File: src/rtl/store_rmw_unit.sv
// store_rmw_unit: narrows a 32-bit register value into byte/half/word stores
// against a word-only synchronous data RAM. Sub-word stores read the target
// word, merge the new lane(s) and write it back; word stores write directly.
// Misaligned or illegal-size requests pulse misalign_err and never touch memory.
// Optional feature macro: STORE_BYTE_STROBE_EN (adds mem_be byte enables and
// turns sub-word stores into single writes with replicated data).
module store_rmw_unit #(
  parameter int ADDR_SIZE = 32,
  parameter int DATA_SIZE = 32
) (
  input  logic                 clk,
  input  logic                 rst_n,
  input  logic                 req_valid,
  output logic                 req_ready,
  input  logic [ADDR_SIZE-1:0] req_addr,
  input  logic [DATA_SIZE-1:0] req_data,
  input  logic [1:0]           req_size,
  output logic [ADDR_SIZE-1:0] mem_addr,
  output logic                 mem_rd_en,
  input  logic [DATA_SIZE-1:0] mem_rdata,
  output logic                 mem_wr_en,
  output logic [DATA_SIZE-1:0] mem_wdata,
  output logic                 done,
`ifdef STORE_BYTE_STROBE_EN
  output logic [3:0]           mem_be,
`endif
  output logic                 misalign_err
);

  // The lane arithmetic below assumes exactly four byte lanes.
  if (DATA_SIZE != 32) begin : g_bad_data_size
    $error("store_rmw_unit: DATA_SIZE must be 32");
  end

  typedef enum logic [2:0] {IDLE, READ, MERGE, WRITE, ERR} state_t;

  state_t state;
  state_t next_state;
  logic   accept;
  logic   misaligned;

  assign accept = req_valid && (state == IDLE);

  // Halves must sit on even addresses, words on multiples of four, size 11 is illegal.
  assign misaligned = (req_size == 2'b11) ||
                      ((req_size == 2'b01) && req_addr[0]) ||
                      ((req_size == 2'b10) && (req_addr[1:0] != 2'b00));

`ifdef STORE_BYTE_STROBE_EN
  logic [3:0] be_reg;
`else
  logic [1:0]  lat_lane;
  logic [15:0] lat_data;
  logic        lat_half;
  logic [31:0] merged;

  // Overlay the latched byte/half onto the word read back from memory.
  always_comb begin
    merged = mem_rdata;
    if (lat_half) begin
      merged[{lat_lane[1], 4'b0000} +: 16] = lat_data;
    end else begin
      merged[{lat_lane, 3'b000} +: 8] = lat_data[7:0];
    end
  end
`endif

  // State register; reset abandons any in-flight read-modify-write.
  always_ff @(posedge clk or negedge rst_n) begin
    if (!rst_n) begin
      state <= IDLE;
    end else begin
      state <= next_state;
    end
  end

  // Next-state decode and state-decoded strobes.
  always_comb begin
    next_state   = state;
    req_ready    = 1'b0;
    mem_rd_en    = 1'b0;
    mem_wr_en    = 1'b0;
    done         = 1'b0;
    misalign_err = 1'b0;
`ifdef STORE_BYTE_STROBE_EN
    mem_be       = 4'b0000;
`endif
    unique case (state)
      IDLE: begin
        req_ready = 1'b1;
        if (accept) begin
          if (misaligned) begin
            next_state = ERR;
          end else if (req_size == 2'b10) begin
            next_state = WRITE;
          end else begin
`ifdef STORE_BYTE_STROBE_EN
            next_state = WRITE;
`else
            next_state = READ;
`endif
          end
        end
      end
      READ: begin
        mem_rd_en  = 1'b1;
        next_state = MERGE;
      end
      MERGE: begin
        next_state = WRITE;
      end
      WRITE: begin
        mem_wr_en  = 1'b1;
        done       = 1'b1;
`ifdef STORE_BYTE_STROBE_EN
        mem_be     = be_reg;
`endif
        next_state = IDLE;
      end
      ERR: begin
        misalign_err = 1'b1;
        next_state   = IDLE;
      end
      default: next_state = IDLE;
    endcase
  end

  // Request latch and registered memory address/data.
  always_ff @(posedge clk or negedge rst_n) begin
    if (!rst_n) begin
      mem_addr  <= '0;
      mem_wdata <= '0;
`ifdef STORE_BYTE_STROBE_EN
      be_reg    <= 4'b0000;
`else
      lat_lane  <= 2'b00;
      lat_data  <= 16'h0000;
      lat_half  <= 1'b0;
`endif
    end else if (accept && !misaligned) begin
      mem_addr <= {req_addr[ADDR_SIZE-1:2], 2'b00};
`ifdef STORE_BYTE_STROBE_EN
      unique case (req_size)
        2'b00: begin
          mem_wdata <= {4{req_data[7:0]}};
          be_reg    <= 4'b0001 << req_addr[1:0];
        end
        2'b01: begin
          mem_wdata <= {2{req_data[15:0]}};
          be_reg    <= req_addr[1] ? 4'b1100 : 4'b0011;
        end
        default: begin
          mem_wdata <= req_data;
          be_reg    <= 4'b1111;
        end
      endcase
`else
      lat_lane <= req_addr[1:0];
      lat_data <= req_data[15:0];
      lat_half <= req_size[0];
      if (req_size == 2'b10) begin
        mem_wdata <= req_data;
      end
`endif
    end
`ifndef STORE_BYTE_STROBE_EN
    else if (state == MERGE) begin
      mem_wdata <= merged;
    end
`endif
  end

endmodule

File: config.mk
export PLATFORM = sky130hd
export DESIGN_NAME = store_rmw_unit
export DESIGN_NICKNAME = d
export VERILOG_FILES = /design/src/rtl/store_rmw_unit.sv
export SDC_FILE = /design/constraint.sdc
export NUM_CORES = 1
export LEC_CHECK = 0
export ABC_AREA = 1
export BUFFER_PORTS_ARGS = -buffer_cell sky130_fd_sc_hd__clkbuf_2
export CAP_MARGIN = 30
export CORE_ASPECT_RATIO = 1.4
export CORE_MARGIN = 5
export CORE_UTILIZATION = 35
export DETAILED_ROUTE_END_ITERATION = 8
export PLACE_DENSITY = 0.7
export SYNTH_ARGS = -nofsm -noshare
export SYNTH_HDL_FRONTEND = slang
export SYNTH_SLANG_ARGS = --single-unit
export TNS_END_PERCENT = 1
File: constraint.sdc
create_clock -name clk -period 6 [get_ports clk]
set_input_delay 0.6 -clock clk [delete_from_list [all_inputs] [get_ports clk]]
set_output_delay 0.6 -clock clk [all_outputs]
set_load 0.02 [all_outputs]
==> out/qor.csv, run 1 <==
stage,metric,value,unit
yosys,synth_area_leaders,"dfrtp_1, nand2_1, nor2_1",
detailed_routing,num_vias,4808,
sta,fin_crit,2600,ps
sta,worst_slew_pin_slew,854,ps
yosys,synth-main-ff-cell,dfrtp_1,
floorplan,start_util,35.8,%
grt,grt_max_degree,72,
placed_design,pre_cts_ws,3000,ps
yosys,synth_most_common_cell,nand2_1,
yosys,syn_avg_cell_area,7.02,sq um
critical_path,cp-start-kind,input port,
pwr,power,3430,uW
finish,fin_nets,932,
min_path,min_path_type,in2async,
yosys,post_synth_num_cell_types,31,
grt,antenna_found_initial,0,
detailed_routing,drc_errors,0,
detailed_routing,ant_nets,0,
finish,design_area,0.00598,sq mm
job,max-cap-violations,0,
critical_path,crit_cells,10,
floorplan,die_h,148,um
finish,area_growth_syn_to_layout,24.8,%
floorplan,num_rows,50,
sta,setup_tns,0,ps
yosys,synth_commonest_cells,"nand2_1, dfrtp_1, nor2_1",
finish,fillers,1500,
clocking,cts_tree,yes,
outcome,outcome,finished clean,
floorplan,coreArea,0.0134,sq mm
sta,drv_slew,0,
sta,max_slew_margin,43.1,%
critical_path,r2r_slack,3490,ps
floorplan,fp.dieW,109,um
yosys,postSynthCellCount,682,
clocking,h-tree-depth,3,
grt,grt_usage,19.1,%
critical_path,setup.worst_path.class,in2reg,
sta,hold_viol,0,
sta,max_freq,384,MHz
sta,hold_slack,180,ps
grt,grt_pass1_wl,23.9,mm
pwr,leakage,0.00327,uW
yosys,syn_area,0.00479,sq mm
critical_path,crit_buf_inv,3,
grt,grt_pass1_vias,4666,
clocking,clk_latency,340,ps
clocking,root_buffer,clkbuf_16,
clocking,cts_resized,0,
placed_design,hpwl,11.1,mm
critical_path,critPathMaxStageDelay,680,ps
placed_design,place_area,0.00565,sq mm
yosys,synth-edff-count,0,
detailed_routing,wl_per_cell,15.2,um
placed_design,place_congestion,0.815,
sta,setup_ws,3400,ps
pwr,irDropWorstVdd,0.247,mV
critical_path,rr_worst_depth,11,
critical_path,crit_family,simple AND/OR/NAND/NOR gates,
detailed_routing,drt-pass1-iter-count,5,
finish,antenna_cells,0,
placed_design,io_buffer_count,167,
critical_path,critPathRequiredTime,6270,ps
floorplan,dieArea,0.0162,sq mm
grt,grt-ovfl-total,0,
pwr,p_per_area,575,mW/mm^2
sta,period_share,43.4,%
critical_path,crit_top_cell,nand2_1,
clocking,cts_buffers,9,
yosys,yosysTopAreaCell,dfrtp_1,
detailed_routing,finalWirelength,15.4,mm
yosys,synth-seq-area-share,43.9,%
clocking,hold_buffers,0,
finish,drive_above_1_share,23.8,%
clocking,cts_setup_buffers,0,
floorplan,ios,170,
yosys,ys_warn_count,0,
critical_path,cp_slowest_cell,inv_4,
clocking,cts_sinks,84,
yosys,synth_top_area_share,43.9,%
detailed_routing,vias_per_cell,4.75,
clocking,path_clk_slew,70,ps
finish,multi_input_area,0.00232,sq mm
yosys,synthArstFlopShare,100,%
sta,rsz0062_at_grt,false,
critical_path,end_kind,register,
yosys,synth-seq-cells,84,
critical_path,path_cells,clkbuf_2 -> nor2_1 -> nand2_1 -> nand2_1 -> nand2_4 -> inv_4 -> nand2_1 -> nand2_1 -> inv_1 -> a21oi_1,
sta,finalSetupViolCount,0,
clocking,clock_path_buffers,2,
finish,regArea,0.00210,sq mm
critical_path,worstPathArrival,2870,ps
detailed_routing,drt-initial-drc-count,236,
critical_path,critPathMaxFanout,71,
sta,skew,8.16,ps
## worst paths after layout
path | from | endpoint
max | req_size[0] | mem_wdata[11]
min | rst_n | mem_wdata[12]
max reg2reg | lat_lane[1] | mem_wdata[4]
min reg2reg | mem_wdata[5] | mem_wdata[5]
max in group asynchronous | rst_n | mem_addr[8]
min in group clk | req_addr[31] | mem_addr[31]
## final cells by class
class	count	share of cell area, %
Inverter	40	2.55
Clock inverter	3	0.712
Sequential cell	84	35.2
Tap cell	182	3.81
Timing Repair Buffer	169	14.3
Multi-Input combinational cell	522	38.8
Clock buffer	13	4.69
## stage by stage
stage,utilization [%],std cells
after floorplan,-,683
after global placement,42.2,997
after detailed placement,42.2,997
after CTS,44.6,1013
after global routing,44.6,1013
final,44.6,1013
## placed cells by master, fill, tap and decap left out, drive strengths merged
cell      Yosys  layout
clkbuf       11     179
clkinv        2       3
ha            5       5
bufinv        0       1
dfrtp        84      84
buf          26       3
o21ai        66      66
a22oi         7       7
inv          38      38
o21bai        8       8
nand4         1       1
nand2       269     269
or2           8       8
conb          1       2
nor2         79      79
nand3        31      31
o21a          1       1
a31oi         1       1
nor3          3       3
clkinvlp      0       1
a21oi        41      41
## cell families after synthesis
family	Yosys count	share of synthesized area, %
buffers and inverters	77	7.78
other	1	0.0783
AND/OR/NAND/NOR	391	33.1
AO/OA/AOI/OAI	124	13.8
flip-flops	84	43.9
adder cells (fa/ha/maj)	5	1.31
## routing by layer
layer  vias up  GRT usage (%)  part of all wire (%)
li1       2443              -                     -
met1      2201           22.5                    39
met2       144           32.8                    51
met3        20           5.60                   7.9
met4         0           6.70                   2.3
met5         -              0                     0
## sequential cells by signal, summed over array words and instances, names as in the netlist
| signal | cells |
|---|---|
| mem_wdata | 32 |
| state | 3 |
| mem_addr | 30 |
| lat_half | 1 |
| lat_lane | 2 |
| lat_data | 16 |
## where the power goes
group	leakage [uW]	internal, uW	total (uW)	switching [uW]
Sequential	0.00103	848	1040	194
Clock	0.000158	368	600	232
Combinational	0.00208	568	1790	1220
Power figures use the tool's default switching activity.
==> inputs of run 2 (changes only) <==
==> constraint.sdc (replaced) <==
create_clock -name clk -period 2.52 [get_ports clk]
set_input_delay 0.252 -clock clk [delete_from_list [all_inputs] [get_ports clk]]
set_output_delay 0.252 -clock clk [all_outputs]
set_load 0.02 [all_outputs]
==> out/qor.csv, run 2 (synthesis results as in run 1) <==
stage,metric,value,unit,change
outcome,outcome,finished clean,,
finish,final_common_cell,nand2_1,,
critical_path,rr_worst_depth,8,,-3
detailed_routing,drt-pass1-iter-count,5,,unchanged
floorplan,coreArea,0.0134,sq mm,unchanged
floorplan,ios,170,,unchanged
sta,worst_slew_pin_slew,586,ps,-268 ps
min_path,hold_depth,3,,
clocking,cts_tree,yes,,
sta,fin_crit,2150,ps,
grt,grt_usage,19.4,%,+0.23 points
clocking,clock_path_buffers,2,,unchanged
floorplan,start_util,35.8,%,unchanged
sta,period_share,85.3,%,
critical_path,setup.worst_path.class,reg2reg,,
floorplan,num_rows,50,,unchanged
critical_path,cp_slowest_cell,dfrtp_1,,
clocking,h-tree-depth,3,,unchanged
clocking,cts_sinks,84,,unchanged
placed_design,dp.cells,1008,,+1.1%
finish,fillers,1448,,-3.5%
finish,stdcell_count,1025,,+1.2%
placed_design,io_buffer_count,167,,unchanged
min_path,hold-path-endpoint,mem_addr[22],,
critical_path,cp-startpoint,lat_lane[0],,
finish,regMostFlops,mem_wdata,,
detailed_routing,finalWirelength,15.3,mm,-0.42%
pwr,irDropWorstVdd,0.487,mV,+97%
finish,fin_nets,944,,+1.3%
finish,multi_input_area,0.00232,sq mm,unchanged
finish,largest_reg_flops,32,,unchanged
finish,area_growth_syn_to_layout,26.0,%,
placed_design,place_congestion,0.895,,+9.8%
sta,skew,5.27,ps,-2.89 ps
clocking,hold_buffers,1,,+1
sta,hold_viol,0,,unchanged
finish,antenna_cells,0,,unchanged
pwr,leakage,0.00330,uW,+0.77%
clocking,cts_resized,0,,unchanged
sta,drv_slew,0,,unchanged
critical_path,r2r_slack,370,ps,-3120 ps
pwr,p_clk_share,15.5,%,-2.0 points
clocking,cts_setup_buffers,0,,unchanged
detailed_routing,num_vias,4957,,+3.1%
finish,drive_above_1_share,24.7,%,+0.85 points
grt,antenna_found_initial,0,,unchanged
grt,grt-ovfl-total,0,,unchanged
grt,grt_pass1_wl,24.6,mm,+2.8%
critical_path,r2r-start,lat_lane[0],,
detailed_routing,drc_errors,0,,unchanged
critical_path,regToRegEndpoint,mem_wdata[19],,
pwr,p_int,4120,uW,+130%
finish,mostFrequentLayoutCells,"nand2_1, clkbuf_2, dfrtp_1",,
detailed_routing,ant_nets,0,,unchanged
sta,max_freq,465,MHz,
floorplan,fp.dieW,109,um,unchanged
sta,rsz0062_at_grt,false,,
sta,max_slew_margin,61.0,%,+18 points
critical_path,cp-start-kind,register,,
grt,grt_max_degree,58,,-19%
floorplan,dieArea,0.0162,sq mm,unchanged
critical_path,crit_top_cell,nand2_1,,
critical_path,path_cells,inv_1 -> ha_1 -> nand4_1 -> o21bai_1 -> nand2_1 -> nand2_1 -> nand3_1 -> nand2_1,,
critical_path,end_kind,register,,
pwr,p_per_area,1340,mW/mm^2,+130%
min_path,min_path_type,in2reg,,
pwr,combPwrFrac,54.5,%,+2.3 points
sta,finalSetupViolCount,0,,unchanged
clocking,cts_buffers,9,,unchanged
job,max-cap-violations,0,,unchanged
finish,post-route-util,45.1,%,+0.44 points
floorplan,die_h,148,um,unchanged
pwr,p_switching,3970,uW,+140%
pwr,netSwitchingFraction,49.1,%,+0.99 points
detailed_routing,vias_per_cell,4.84,,+1.9%
clocking,clk_latency,340,ps,about the same
grt,grt_pass1_vias,4925,,+5.6%
critical_path,critPathMaxStageDelay,420,ps,-260 ps
detailed_routing,wl_per_cell,14.9,um,-1.6%
finish,reg_top3,"mem_wdata: 32 flops, mem_addr: 30 flops, lat_data: 16 flops",,
placed_design,hpwl,11.4,mm,+2.8%
critical_path,critPathMaxFanout,13,,-82%
pwr,seqPwrFrac,30.0,%,-0.3 points
clocking,path_clk_slew,70,ps,about the same
clocking,root_buffer,clkbuf_16,,
min_path,holdCritStartpoint,req_addr[22],,
finish,regArea,0.00210,sq mm,unchanged
sta,setup_tns,0,ps,unchanged
critical_path,worstPathArrival,2430,ps,-440 ps
detailed_routing,drt-initial-drc-count,339,,+44%
critical_path,critPathRequiredTime,2800,ps,-3470 ps
sta,hold_slack,102,ps,-77.4 ps
run 2: cell types whose count changed in the layout (fill, tap and decap cells not counted):
cell,change
bufinv_16,-1
clkbuf_1,+1
buf_12,+1
clkinvlp_4,+3
inv_6,+2
buf_4,+10
clkinv_2,-1
clkbuf_8,-4
dlygate4sd3_1,+1
run 2: power by group through the flow:
stage | clock [uW] | sequential [uW] | combinational, uW
finish | 1250 | 2420 | 4410
global route | 1320 | 2510 | 4970
CTS | 1280 | 2430 | 4450
detailed placement | 0 | 2430 | 4450
global placement | 0 | 2440 | 4370
floorplan | 0 | 3000 | 2490
run 2: routing by layer:
layer | track usage [%] | wire length, um | part of all wire (%)
met4 | 6.95 | 385 | 2.5
met3 | 4.91 | 1140 | 7.4
met1 | 22.6 | 6060 | 40
met2 | 33.9 | 7710 | 50
met5 | 0 | 0 | 0
run 2: cell type report:
type / instances / share of cell area (%)
clock inverter: 6 / 0.788
timing repair buffer: 181 / 15.9
tap: 182 / 3.77
sequential: 84 / 34.8
clock buffer: 10 / 3.79
inverter: 40 / 2.53
multi-input combinational: 522 / 38.4
run 2: worst max-delay path by stage:
stage | cells past startpoint | end | slack [ps]
floorplan | 12 | mem_wdata[7] | 540
CTS | 8 | mem_wdata[19] | 400
global placement | 8 | mem_wdata[19] | 430
finish | 8 | mem_wdata[19] | 370
global route | 8 | mem_wdata[19] | 100
detailed placement | 8 | mem_wdata[19] | 420
run 2: critical path: cells and delay by family (launching register included):
family | cells | cell delay [ps]
buffers and inverters | 1 | 300
AO/OA/AOI/OAI | 1 | 270
adder cells (fa/ha/maj) | 1 | 420
AND/OR/NAND/NOR | 5 | 680
flip-flops | 1 | 420
run 2: through the flow:
| step | total power, uW | setup slack, ps | instance area (sq um) |
|---|---|---|---|
| global placement | 6810 | 433 | 5750 |
| detailed placement | 6880 | 416 | 5750 |
| CTS | 8160 | 400 | 6040 |
| floorplan | 5490 | 543 | 4790 |
| finish | 8090 | 370 | 6040 |
| global route | 8800 | 95.1 | 6040 |
